--- src/rtl/obi_ram_bridge_pkg.sv ---
// Shared types and constants for the OBI-to-RAM bridge.
// Latency: n/a (types and constants only).
// Backpressure: n/a.
package obi_ram_bridge_pkg;

    // Grant-stall FSM states.
    typedef enum logic {
        IDLE = 1'b0,
        WAIT = 1'b1
    } stall_state_e;

    // Fibonacci taps 16,14,13,11 expressed as a mask over bits [15:0].
    localparam logic [15:0] LFSR_TAPS         = 16'hB400;
    localparam logic [15:0] LFSR_DEFAULT_SEED = 16'hACE1;

    // Response register contents, captured at every handshake.
    typedef struct packed {
        logic valid;
        logic is_read;
        logic err;
    } resp_t;

    // An all-zero LFSR would lock up, so a zero seed falls back to the default.
    function automatic logic [15:0] lfsr_seed_fix(input logic [15:0] seed);
        return (seed == 16'h0000) ? LFSR_DEFAULT_SEED : seed;
    endfunction

endpackage

--- src/rtl/lfsr16.sv ---
// 16-bit Fibonacci LFSR, shifts left with feedback into bit 0 when en_i is high.
// Latency: q_o updates one cycle after en_i.
// Backpressure: none; holds its value while en_i is low.
// Ports: clk_i/rst_ni clock and async active-low reset, en_i step enable,
//        seed_i reset value (zero replaced by default seed), q_o current state.
module lfsr16
    import obi_ram_bridge_pkg::*;
(
    input  logic        clk_i,
    input  logic        rst_ni,
    input  logic        en_i,
    input  logic [15:0] seed_i,
    output logic [15:0] q_o
);

    logic fb;

    assign fb = ^(q_o & LFSR_TAPS);

    always_ff @(posedge clk_i or negedge rst_ni) begin
        if (!rst_ni) begin
            q_o <= lfsr_seed_fix(seed_i);
        end else if (en_i) begin
            q_o <= {q_o[14:0], fb};
        end
    end

endmodule

--- src/rtl/obi_ram_bridge.sv ---
// OBI front-end for a single-port 4-lane RAM with optional random grant stalls.
// Latency: grant 0 cycles (0-3 with stalls), response exactly 1 cycle after handshake.
// Backpressure: gnt_o withheld for 0-3 request cycles by an LFSR-driven stall FSM.
// Ports: OBI slave (req/gnt/addr/we/be/wdata, rvalid/rdata/err) and RAM master
//        (ram_en/addr/we/be/wdata strobes, ram_rdata registered one cycle after address).
module obi_ram_bridge
    import obi_ram_bridge_pkg::*;
#(
    parameter int unsigned  ADDR_WIDTH = 12,
    parameter bit           STALL_EN   = 1'b0,
    parameter logic [15:0]  LFSR_SEED  = 16'hACE1
) (
    input  logic                  clk_i,
    input  logic                  rst_ni,
    input  logic                  req_i,
    output logic                  gnt_o,
    input  logic [31:0]           addr_i,
    input  logic                  we_i,
    input  logic [3:0]            be_i,
    input  logic [31:0]           wdata_i,
    output logic                  rvalid_o,
    output logic [31:0]           rdata_o,
    output logic                  err_o,
    output logic                  ram_en_o,
    output logic [ADDR_WIDTH-1:0] ram_addr_o,
    output logic                  ram_we_o,
    output logic [3:0]            ram_be_o,
    output logic [31:0]           ram_wdata_o,
    input  logic [31:0]           ram_rdata_i
);

    stall_state_e state_q, state_d;
    logic [1:0]   cnt_q, cnt_d;
    logic [1:0]   stall_n;
    logic         lfsr_en;
    logic [15:0]  lfsr_q;
    logic         unused_lfsr_hi;
    logic         in_range;
    logic         hs;
    resp_t        resp_q, resp_d;

    lfsr16 u_lfsr (
        .clk_i  (clk_i),
        .rst_ni (rst_ni),
        .en_i   (lfsr_en),
        .seed_i (LFSR_SEED),
        .q_o    (lfsr_q)
    );

    // Only the two low LFSR bits pick the stall length.
    assign unused_lfsr_hi = ^lfsr_q[15:2];
    assign stall_n        = STALL_EN ? lfsr_q[1:0] : 2'd0;

    assign in_range = (addr_i[31:ADDR_WIDTH] == '0);
    assign hs       = req_i && gnt_o;

    // RAM strobes follow the OBI inputs; only the enable is qualified.
    assign ram_en_o    = hs && in_range;
    assign ram_addr_o  = addr_i[ADDR_WIDTH-1:0];
    assign ram_we_o    = we_i;
    assign ram_be_o    = be_i;
    assign ram_wdata_o = wdata_i;

    always_ff @(posedge clk_i or negedge rst_ni) begin
        if (!rst_ni) begin
            state_q <= IDLE;
            cnt_q   <= 2'd0;
        end else begin
            state_q <= state_d;
            cnt_q   <= cnt_d;
        end
    end

    // A stall of n cycles grants on the (n+1)th request cycle; the LFSR
    // advances once per transaction, on its first request cycle.
    always_comb begin
        state_d = state_q;
        cnt_d   = cnt_q;
        gnt_o   = 1'b0;
        lfsr_en = 1'b0;
        unique case (state_q)
            IDLE: begin
                if (req_i) begin
                    lfsr_en = 1'b1;
                    if (stall_n == 2'd0) begin
                        gnt_o = 1'b1;
                    end else begin
                        cnt_d   = stall_n;
                        state_d = WAIT;
                    end
                end
            end
            WAIT: begin
                if (req_i) begin
                    if (cnt_q == 2'd1) begin
                        gnt_o   = 1'b1;
                        state_d = IDLE;
                    end else begin
                        cnt_d = cnt_q - 2'd1;
                    end
                end else begin
                    // Request withdrawn before grant: abandon it silently.
                    state_d = IDLE;
                end
            end
            default: state_d = IDLE;
        endcase
    end

    // Rewritten every cycle so a response lasts exactly one cycle.
    always_comb begin
        resp_d.valid   = hs;
        resp_d.is_read = hs && !we_i && in_range;
        resp_d.err     = hs && !in_range;
    end

    always_ff @(posedge clk_i or negedge rst_ni) begin
        if (!rst_ni) begin
            resp_q <= '0;
        end else begin
            resp_q <= resp_d;
        end
    end

    assign rvalid_o = resp_q.valid;
    assign err_o    = resp_q.err;
    assign rdata_o  = resp_q.is_read ? ram_rdata_i : 32'h0;

endmodule

--- config.mk ---
export PLATFORM = sky130hd
export DESIGN_NAME = obi_ram_bridge
export DESIGN_NICKNAME = d
export VERILOG_FILES = /design/src/rtl/obi_ram_bridge_pkg.sv /design/src/rtl/lfsr16.sv /design/src/rtl/obi_ram_bridge.sv
export SDC_FILE = /design/constraint.sdc
export NUM_CORES = 1
export LEC_CHECK = 0
export ABC_AREA = 1
export ABC_CLOCK_PERIOD_IN_PS = 1100
export CAP_MARGIN = 20
export CORE_MARGIN = 1.5
export CORE_UTILIZATION = 17
export CTS_CLUSTER_SIZE = 25
export DETAILED_ROUTE_END_ITERATION = 8
export PLACE_DENSITY = 0.77
export SYNTH_ARGS = -nofsm -noshare
export SYNTH_HDL_FRONTEND = slang
export SYNTH_SLANG_ARGS = --single-unit
--- constraint.sdc ---
create_clock -name clk_i -period 1.1 [get_ports clk_i]
set_input_delay 0.22 -clock clk_i [delete_from_list [all_inputs] [get_ports clk_i]]
set_output_delay 0.22 -clock clk_i [all_outputs]
set_load 0.03 [all_outputs]
# [Yosys cells after proc, flatten, opt, wreduce, memory -nomap -nowiden]
# Index checks and enable logic that the tools add are counted.
[totals] wordCells=30 register_bits=6 inputBits=104 output_inout_bits=85
[op_classes] add_sub_neg=1 bitwise_logic=1 muxes=11 n_eq_ne=3 reduce_logical=9
[ops] cell="$mux W32" count=1
[ops] cell="$logic_not A20 Y1" count=1
[ops] cell="$mux W2" count=3
[ops] cell="$logic_and A1 B1 Y1" count=5
[ops] cell="$mux W1" count=5
[ops] cell="$ne A2 B2 Y1 const B" count=2
[ops] cell="$pmux W1 S2" count=2
[ops] cell="$reduce_and A3 Y1" count=1
[ops] cell="$eq A2 B1 Y1 const B" count=1
[ops] cell="$logic_not A1 Y1" count=2
[ops] cell="$sub A2 B1 Y2 const B" count=1
[ops] cell="$not A1 Y1" count=1

# [Depth between registers and ports, before layout]
# Gate-level depths: netlist (run 1).
[depth] depth_word=7 ltp_mapped=7 ltp_nobuf=7

# [Worst setup path before layout (run 1)]
# OpenSTA, ideal clock, no wires.
[synth_path] kind="register to output" startpoint="register cnt_q[1]" endpoint="output port ram_en_o" slack_ps=-572 path_buffers=0 t_required_ps=880 path_stages_with_launch=7 arrival_time_ps=1452 cell_sequence="dfrtp_1 > inv_1 > ha_1 > inv_2 > a21oi_2 > inv_2 > nor2_1"
[synth_via] elab_chain_cells=6
[synth_rtl] item="from (decl)" line="obi_ram_bridge.sv:33" text="logic [1:0] cnt_q, cnt_d;"
[synth_rtl] item="from (signal assigned)" line="obi_ram_bridge.sv:70" text="cnt_q <= cnt_d;"
[synth_rtl] item="$eq A2 B1 Y1" line="obi_ram_bridge.sv:95" text="if (cnt_q == 2'd1) begin"
[synth_rtl] item="$mux W1" line="obi_ram_bridge.sv:95"
[synth_rtl] item="$mux W1" line="obi_ram_bridge.sv:94" text="if (req_i) begin"
[synth_rtl] item="$pmux W1 S2" line="obi_ram_bridge.sv:81" text="unique case (state_q)"
[synth_rtl] item="net gnt_o" line="obi_ram_bridge.sv:16" text="output logic gnt_o,"
[synth_rtl] item="$logic_and A1 B1 Y1" line="obi_ram_bridge.sv:55" text="assign hs = req_i && gnt_o;"
[synth_rtl] item="$logic_and A1 B1 Y1" line="obi_ram_bridge.sv:58" text="assign ram_en_o = hs && in_range;"
[synth_rtl] item="to (decl)" line="obi_ram_bridge.sv:24" text="output logic ram_en_o,"
# The timed path passes the listed nets, and every way through them passes these cells.

# [Worst setup path in the final report (run 1)]
[layout_path] startpoint="input port addr_i[26]" endpoint="output port ram_en_o"
[layout_via] elab_chain_cells=2
[layout_rtl] item="from (decl)" line="obi_ram_bridge.sv:17" text="input logic [31:0] addr_i,"
[layout_rtl] item="$logic_not A20 Y1" line="obi_ram_bridge.sv:54" text="assign in_range = (addr_i[31:ADDR_WIDTH] == '0);"
[layout_rtl] item="$logic_and A1 B1 Y1" line="obi_ram_bridge.sv:58"
# No other way between the ends.

==> results of run 1 <==
## timing repair
| item | 4_1_cts | 5_1_grt |
|---|---|---|
| buffers inserted | 2 | 1 |
| pin swaps | 9 | 18 |
| resized for setup | 83 | 76 |
| setup endpoints to repair | 38 | 39 |
| cloned | 3 | 0 |
## routing by layer
| metal | routed length, um | global-route usage, % | part of all wire, % |
|---|---|---|---|
| met1 | 1160 | 10.5 | 32 |
| met3 | 571 | 8.33 | 16 |
| met4 | 36 | 3.82 | 0.99 |
| met2 | 1870 | 18.9 | 51 |
| met5 | 0 | 0 | 0 |
## final timing paths
path	startpoint	slack [ns]	to
max	addr_i[26]	-0.35	ram_en_o
max in group asynchronous	rst_ni	0.62	resp_q[1]
min	rst_ni	0.24	err_o
min in group clk_i	addr_i[9]	0.44	ram_addr_o[9]
min reg2reg	state_q	0.55	rvalid_o
max reg2reg	cnt_q[1]	-0.04	resp_q[1]
## metrics by stage
stage / area [um2] / instances / utilization [%] / power, mW
finish: 2100 / 280 / 40.4 / 0.855
global route: 2100 / 280 / 40.4 / 0.904
floorplan: 948 / 157 / - / 0.595
global placement: 1550 / 273 / 29.8 / 0.489
detailed placement: 1550 / 273 / 29.8 / 0.491
CTS: 1960 / 281 / 37.6 / 0.857
## power breakdown
group | total [mW] | switching (mW) | leakage, nW | internal [mW]
logic | 0.298 | 0.102 | 1.25 | 0.196
clock network | 0.329 | 0.0940 | 0.0216 | 0.235
registers | 0.228 | 0.00201 | 0.0723 | 0.226
total | 0.855 | 0.198 | 1.35 | 0.656
## flip-flops by register name (all words and copies together), names as in the netlist
name,cells
resp_q,1
err_o,1
rvalid_o,1
cnt_q,2
state_q,1
## cells by family (layout without fill, tap and decap cells)
kind of cell | after synthesis | count (layout) | synth area share, %
and+or+nand+nor | 56 | 56 | 23.3
adders and majority gates | 1 | 1 | 1.34
xor gates and xnor gates | 1 | 1 | 0.939
buffers and inverters | 90 | 143 | 56.3
AOI/OAI and AO/OA | 3 | 3 | 2.01
DFF | 6 | 6 | 16.1
## layout make-up
class / instances / area, um2
Clock buffer: 3 / 41.3
Fill cell: 508 / 3100
Timing Repair Buffer: 102 / 1130
Tap cell: 70 / 87.6
Sequential cell: 6 / 151
Multi-Input combinational cell: 61 / 546
Inverter: 38 / 143
## placed cells by master, fill, tap and decap left out
| cell | n |
|---|---|
| nand2_4 | 32 |
| a21oi_1 | 1 |
| xnor2_1 | 1 |
| a21oi_4 | 1 |
| clkbuf_16 | 1 |
| nand3_2 | 2 |
| buf_12 | 4 |
| ha_4 | 1 |
| nor2_1 | 9 |
| inv_1 | 2 |
| dfrtp_1 | 5 |
| buf_6 | 35 |
| clkdlybuf4s50_1 | 43 |
| buf_4 | 7 |
| nand2_1 | 6 |
| and2_1 | 1 |
| or2_0 | 1 |
| inv_2 | 36 |
| nor2_2 | 4 |
| dlymetal6s2s_1 | 12 |
| nor2_4 | 1 |
| o21ai_0 | 1 |
| dfrtp_2 | 1 |
| clkbuf_8 | 3 |
## critical path, cell delays in order
cell and delay [ns]:
clkdlybuf4s50_1 0.40, nor2_1 0.10, nand2_1 0.07, nor2_2 0.09, nand3_2 0.10, nor2_4 0.11
buf_6 0.13
==> reports/qor.txt, run 1 <==
peak supply drop - 732 uV
Die Ht - 77.1 um
failing checks - setup timing
top-count cell post-synth - buf_4
die area - 5940 um2
worst slew pin tran - 0.278 ns
Critical Path AT - 1.23 ns
first-pass GRT wire length - 5.23 mm
Final nets - 317
Yosys top cell area share - 39.4%
CTS max path bufs - 2
layout cells sized above 1 - 61.0%
ys async rst share - 100%
relative slew slack - 81.4%
Hold Buf Count CTS - 0
Fmax - 692 MHz
syn avg cell area - 5.95 um2
CTS tree - built
post-synthesis cell area - 933 um2
pre-CTS setup slack - -0.455 ns
io pins - 189
largest net degree at the start of global routing - 9
final setup vio count - 36
Max Clock Skew - 0.00139 ns
Max-Cap Viols - 0
unrepaired setup endpoints after global routing - true
worst slack on hold paths - 0.241 ns
Final period util - 131%
# clock sinks - 6
synthesis-to-layout area growth - 125%
drt first pass iters - 2
GRT overflow - 0
sequential area share after synthesis - 16.1%
antenna cells - 0
Die X - 77.1 um
Port Buffers - 92
Root Buffer - clkbuf_8
Critical Path Fanout Max - 2
worst skew pair latency - 0.22 ns
LEAKAGE - 1.35 nW
mean number of vias per cell - 3.79
status - complete, but fails checks
cell taking the most area after synthesis - buf_4
final number of hold-violating endpoints - 0
Initial Utilization - 17.9%
reg2reg path depth - 7
hold crit path type - in2async
Remaining DRCs - 0
post-synthesis cell count - 157
Synth Net Count - 262
Worst Setup End Kind - primary output
synth warn - 0
total wire length - 3.64 mm
CP Class - in2out
Setup TNS - -8.38 ns
Post-synth EDFFs - 0
CTS Buf Count - 3
worst setup margin - -0.346 ns
gr usage total - 11.2%
Worst EP required - 0.88 ns
Detailed Route Iter0 Violations - 9
Pwr per Cell Area - 407 nW/um2
H-tree levels - 1
Antenna Nets Post-Route - 0
Main synth FF type - dfrtp_1
fin. max-slew vios - 0
Seq cells post-synth - 6
Clock Pin Slew Worst Setup and Hold Paths - 0.04 ns
Min Clock Period, post-route - 1.45 ns
core area - 5200 um2
vias in the first global route - 1095
initial antenna violation count - 0
startpoint types - primary input
top cells by instance count after synthesis - 49 x buf_4, 38 x nand2_1, 36 x inv_1, 14 x nor2_1, 6 x dfrtp_1
routability cong. - 0.693
# rows - 26
DP HPWL - 2.35 mm
DR vias - 1060
post-DR wirelength/cell - 13.0 um
Synth area leaders - buf_4 39%, dfrtp_1 16%, nand2_1 15%
distinct cell type count after synthesis - 15
(Power assumes the default switching activity.)
==> run 2, diff against run 1 <==
--- a/config.mk
+++ b/config.mk
@@ -7,7 +7,7 @@
 export LEC_CHECK = 0
 export ABC_AREA = 1
 export ABC_CLOCK_PERIOD_IN_PS = 1100
-export CAP_MARGIN = 20
+export CAP_MARGIN = 30
 export CORE_MARGIN = 1.5
 export CORE_UTILIZATION = 17
 export CTS_CLUSTER_SIZE = 25
==> results of run 2 <==
Same layout as run 1: the final DEF is identical, and so are final timing and power.
